[config.mk]
export PLATFORM = sky130hd
export DESIGN_NAME = z80_io_ctrl
export DESIGN_NICKNAME = d
export VERILOG_FILES = /design/src/rtl/z80_io_ctrl.sv
export SDC_FILE = /design/constraint.sdc
export NUM_CORES = 1
export LEC_CHECK = 0
export ABC_CLOCK_PERIOD_IN_PS = 3700
export BUFFER_PORTS_ARGS = -buffer_cell sky130_fd_sc_hd__buf_2
export CAP_MARGIN = 10
export CORE_UTILIZATION = 45
export DETAILED_ROUTE_END_ITERATION = 10
export HOLD_SLACK_MARGIN = 0.12
export PLACE_DENSITY = 0.78
export SYNTH_ARGS = -nofsm -noshare
export SYNTH_HDL_FRONTEND = slang
export SYNTH_SLANG_ARGS = --single-unit
[constraint.sdc]
create_clock -name i_CLK_24MHz -period 3.7 [get_ports i_CLK_24MHz]
set_input_delay 0.74 -clock i_CLK_24MHz [delete_from_list [all_inputs] [get_ports i_CLK_24MHz]]
set_output_delay 0.74 -clock i_CLK_24MHz [all_outputs]
set_load 0.01 [all_outputs]
[src/rtl/z80_io_ctrl.sv]
// Z80 I/O-cycle sequencer: synchronises the bus strobes, owns the four memory
// page registers and sequences 16550 accesses with chip select and a WAIT stretch.
module z80_io_ctrl #(
    parameter logic [7:0]  PAGE_BASE = 8'h10,
    parameter logic [7:0]  UART_BASE = 8'hF8,
    parameter int unsigned UART_WAIT = 3
) (
    input  logic       i_CLK_24MHz,
    input  logic       i_RES,
    input  logic       i_IORQ,
    input  logic       i_RD,
    input  logic       i_WR,
    input  logic       i_M1,
    input  logic [7:0] i_A,
    input  logic [7:0] i_D_in,
    output logic [7:0] o_D_out,
    output logic       o_D_oe,
    output logic       o_WAIT,
    output logic       o_U_CS,
    output logic [4:0] o_PAGE0,
    output logic [4:0] o_PAGE1,
    output logic [4:0] o_PAGE2,
    output logic [4:0] o_PAGE3
);

    localparam logic [3:0] LP_WAIT = 4'(UART_WAIT);

    typedef enum logic [2:0] {
        ST_IDLE,
        ST_DECODE,
        ST_PAGE_WR,
        ST_PAGE_RD,
        ST_UART_ACC,
        ST_HOLD
    } state_t;

    state_t     r_state;
    logic [1:0] r_iorqSync;
    logic [1:0] r_rdSync;
    logic [1:0] r_wrSync;
    logic [1:0] r_m1Sync;
    logic [4:0] r_page [4];
    logic [1:0] r_sel;
    logic [4:0] r_wrData;
    logic [3:0] r_waitCnt;
    logic [7:0] r_dOut;
    logic       r_dOe;
    logic       r_waitN;
    logic       r_uCsN;

    logic       w_iorqS;
    logic       w_rdS;
    logic       w_wrS;
    logic       w_m1S;
    logic       w_ioReq;
    logic       w_pageHit;
    logic       w_uartHit;
    logic       w_isWrite;
    logic       w_unusedDin;

    // Strobes are asynchronous to CLK_24MHz; presetting to 1 keeps them inactive out of reset.
    always_ff @(posedge i_CLK_24MHz or posedge i_RES) begin
        if (i_RES) begin
            r_iorqSync <= 2'b11;
            r_rdSync   <= 2'b11;
            r_wrSync   <= 2'b11;
            r_m1Sync   <= 2'b11;
        end else begin
            r_iorqSync <= {r_iorqSync[0], i_IORQ};
            r_rdSync   <= {r_rdSync[0], i_RD};
            r_wrSync   <= {r_wrSync[0], i_WR};
            r_m1Sync   <= {r_m1Sync[0], i_M1};
        end
    end

    assign w_iorqS     = r_iorqSync[1];
    assign w_rdS       = r_rdSync[1];
    assign w_wrS       = r_wrSync[1];
    assign w_m1S       = r_m1Sync[1];

    // Interrupt acknowledge (M1 low) and the illegal RD+WR combination never start an access.
    assign w_ioReq     = !w_iorqS && w_m1S && (!w_rdS ^ !w_wrS);
    assign w_pageHit   = (i_A[7:2] == PAGE_BASE[7:2]);
    assign w_uartHit   = (i_A[7:3] == UART_BASE[7:3]);
    assign w_isWrite   = !w_wrS;
    assign w_unusedDin = ^i_D_in[7:5];

    always_ff @(posedge i_CLK_24MHz or posedge i_RES) begin
        if (i_RES) begin
            r_state   <= ST_IDLE;
            for (int i = 0; i < 4; i++) begin
                r_page[i] <= 5'(i);
            end
            r_sel     <= 2'd0;
            r_wrData  <= 5'd0;
            r_waitCnt <= 4'd0;
            r_dOut    <= 8'h00;
            r_dOe     <= 1'b0;
            r_waitN   <= 1'b1;
            r_uCsN    <= 1'b1;
        end else begin
            case (r_state)
                ST_IDLE: begin
                    if (w_ioReq) begin
                        r_state <= ST_DECODE;
                    end
                end

                ST_DECODE: begin
                    r_sel    <= i_A[1:0];
                    r_wrData <= i_D_in[4:0];
                    if (w_pageHit) begin
                        r_state <= w_isWrite ? ST_PAGE_WR : ST_PAGE_RD;
                    end else if (w_uartHit) begin
                        r_state   <= ST_UART_ACC;
                        r_waitCnt <= LP_WAIT;
                        r_uCsN    <= 1'b0;
                        r_waitN   <= 1'b0;
                    end else begin
                        r_state <= ST_HOLD;
                    end
                end

                ST_PAGE_WR: begin
                    r_page[r_sel] <= r_wrData;
                    r_state       <= ST_HOLD;
                end

                ST_PAGE_RD: begin
                    r_dOut  <= {3'b000, r_page[r_sel]};
                    r_dOe   <= 1'b1;
                    r_state <= ST_HOLD;
                end

                // WAIT went low on entry, so releasing at count 1 gives exactly UART_WAIT low clocks.
                ST_UART_ACC: begin
                    if (w_iorqS) begin
                        r_state <= ST_IDLE;
                        r_waitN <= 1'b1;
                        r_uCsN  <= 1'b1;
                    end else if (r_waitCnt <= 4'd1) begin
                        r_state <= ST_HOLD;
                        r_waitN <= 1'b1;
                    end else begin
                        r_waitCnt <= r_waitCnt - 4'd1;
                    end
                end

                ST_HOLD: begin
                    if (w_iorqS) begin
                        r_state <= ST_IDLE;
                        r_dOe   <= 1'b0;
                        r_uCsN  <= 1'b1;
                    end
                end

                default: begin
                    r_state <= ST_IDLE;
                end
            endcase
        end
    end

    assign o_D_out = r_dOut;
    assign o_D_oe  = r_dOe;
    assign o_WAIT  = r_waitN;
    assign o_U_CS  = r_uCsN;
    assign o_PAGE0 = r_page[0];
    assign o_PAGE1 = r_page[1];
    assign o_PAGE2 = r_page[2];
    assign o_PAGE3 = r_page[3];

endmodule

==> results_dict.tcl <==
set metrics [dict create \
    status "finished, final reports clean" \
    cts_buffer_depth 2 \
    post_cts_buffers 0 \
    fin_setup_tns_ns 0 \
    path_max_fanout 14 \
    pin_count 53 \
    crit_arrival_ns 2.37 \
    fin_crit_ns 2.113 \
    drive_above_1_share 0.4435 \
    combPwrFrac 0.228 \
    slew_headroom 0.3379 \
    yosysWarnings 0 \
    dr.pass1.iters 4 \
    die_width_um 72.49 \
    finClkSkew_ns 0.006563 \
    grt_pass1_wl_mm 7.107 \
    area_delta_synth_final_pct 15.89 \
    drt-initial-drc-count 73 \
    ys.flop_type "dfrtp_1" \
    synthCells 184 \
    crit_buf_inv 0 \
    powerDensity_mw_per_mm2 556.0 \
    syn_area_per_cell_um2 12.15 \
    n_antenna_cell 0 \
    crit_type "register to register" \
    io_buffers 46 \
    mostFrequentLayoutCell "buf_2" \
    ctsHoldBuffers 0 \
    finalCritPeriodShare 0.5710 \
    grt_use_total 0.1836 \
    crit_path_start_kind "register" \
    worstSetupEndpointType "register" \
    peakVddDrop_mv 0.3160 \
    swShare 0.3485 \
    min_path_type "register to register" \
    wire_per_inst_um 14.56 \
    path_clk_slew_ns 0.09 \
    drv_slew 0 \
    grt-ovfl-total 0 \
    num_vias 1510 \
    synth-async-reset-ratio 1.000 \
    pwr-share-seq 0.549 \
    final-hold-violation-count 0 \
    synth.distinct_cells 42 \
    rsz0062_at_grt "false" \
    initial_utilization 0.4703 \
    die_h_um 72.49 \
    slowest_stage "or3b_1" \
    syn-cell-area_mm2 0.002236 \
    cts_resized 0 \
    p_int_uw 938.7 \
    cp_slowest_stage_delay_ns 0.54 \
    grt_max_degree 51 \
    clockPowerShare 0.223 \
    numClockSinks 50 \
    ys_ff_latch 50 \
    hold_ws_ns 0.3596 \
    post_drt_via_cell_ratio 5.084 \
    crit_chain "or3b_1 > or4_1 > or4b_1 > nand2_1" \
    clock_latency_ns 0.31 \
    wl_mm 4.324 \
    final_cell_mix "buf_2, dfrtp_1, nand2_1, mux2_2, dfstp_2" \
    core_mm2 0.004755 \
    cp.required_ns 3.96 \
    p_leak_uw 0.001320 \
    drtAntennaViolNets 0 \
    ys_seq_area_frac 0.5674 \
    grt_pass1_vias 1405 \
    cts_made_buffers 5 \
    critical_path.top_delay_family "simple AND/OR/NAND/NOR gates" \
    cts_max_level 2 \
    globalplace.congestion 0.8270 \
    dieArea_mm2 0.005255 \
    maxCapViolCount 0 \
    tritoncts "yes" \
    clock.fmax_mhz 473.3 \
    dp_hpwl_mm 3.009 \
    nets 253 \
    antenna_found_initial 0 \
    cts_root_buf "clkbuf_8" \
    p_switching_uw 502.0 \
    synth_edf_count 0 \
    tightest_slew_ns 0.9916 \
    drc 0 \
    timing.final.setup_violations 0 \
    rows 25 \
]
==> cell usage after synthesis, drive strengths merged, types with 2 or more instances <==
cell    instances  area share
nand2          29       0.049
or3b            2      0.0078
mux2           25        0.13
nand3           2      0.0045
buf             5       0.017
nor2           11       0.018
dfrtp          36        0.40
a22oi           2      0.0067
inv             6       0.010
ha              2       0.011
nor4b           2      0.0078
nor2b           2      0.0056
a21oi           3      0.0067
nor3b           3       0.012
dfstp          14        0.16
a211oi          2      0.0067
o21ai           6       0.013
xor2            2      0.0078
o21a            2      0.0067
mux4            5       0.050
clkbuf          6       0.010
==> logic make-up after synthesis <==
logic type,Yosys count,synth area share
simple gates,61,0.1354
flops,50,0.5674
mux,30,0.1763
compound gates,21,0.06267
buf+inv,17,0.03749
fa+ha+maj,2,0.01119
xor+xnor,2,0.007836
other cells,1,0.001677
==> area by class of cell <==
class | count | area (um2)
Clock buffer | 5 | 68.82
Clock inverter | 3 | 18.77
Fill cell | 433 | 2163
Inverter | 6 | 22.52
Multi-Input combinational cell | 119 | 890.9
Sequential cell | 50 | 1269
Tap cell | 67 | 83.83
Timing Repair Buffer | 47 | 237.7
==> final timing paths <==
| check | from | end | slack (ns) | cells after the start |
|---|---|---|---|---|
| min | r_wrSync[0]$_DFF_PP1_ | r_wrSync[1]$_DFF_PP1_ | 0.36 | 0 |
| min reg2reg | r_wrSync[0]$_DFF_PP1_ | r_wrSync[1]$_DFF_PP1_ | 0.36 | 0 |
| max reg2reg | r_state[0]$_DFFE_PP0P_ | r_waitCnt[3]$_DFFE_PP0P_ | 1.59 | 4 |
| max | r_state[0]$_DFFE_PP0P_ | r_waitCnt[3]$_DFFE_PP0P_ | 1.59 | 4 |
| min in group asynchronous | i_RES | r_state[1]$_DFFE_PP0P_ | 0.66 | 2 |
| max in group asynchronous | i_RES | o_PAGE2[0]$_DFFE_PP0P_ | 2.43 | 2 |
==> worst reg2reg max path, delay by kind of cell (launching register included) <==
kind          cells  cell delay [ns]
flops             1             0.53
simple gates      4             1.53
==> per-stage QoR <==
stage	setup WS [ns]	cell area, um2	util	instances	total power, uW
2_1_floorplan	1.750	2243	-	186	1016
3_3_place_gp	1.646	2504	0.5266	289	1108
3_5_place_dp	1.634	2504	0.5266	289	1123
4_1_cts	1.608	2591	0.5450	297	1444
5_1_grt	1.489	2591	0.5450	297	1527
6_report	1.587	2591	0.5450	297	1441
==> registers in the layout, summed over array words and instances (netlist names) <==
register and count:
o_U_CS 1, o_PAGE0 5, r_rdSync 2, r_iorqSync 2, o_WAIT 1, o_PAGE1 5, o_PAGE3 5, r_sel 2
r_wrSync 2, r_state 3, r_m1Sync 2, o_D_out 5, o_PAGE2 5, o_D_oe 1, r_waitCnt 4, r_wrData 5
==> routing by layer <==
metal	wire, um	up-vias	global-route usage
met1	2114	748	0.2738
met5	0	-	0
met3	165	5	0.04861
met2	1983	32	0.2586
met4	61	0	0.06536
li1	-	725	-
==> power by group through the flow <==
stage	clock, uW	sequential (uW)	combinational [uW]
3_3_place_gp	0	790	318
5_1_grt	345	810	372
4_1_cts	327	788	329
3_5_place_dp	0	796	327
2_1_floorplan	0	724	292
6_report	321	791	329
No activity file was read; power rests on OpenSTA's default activity.
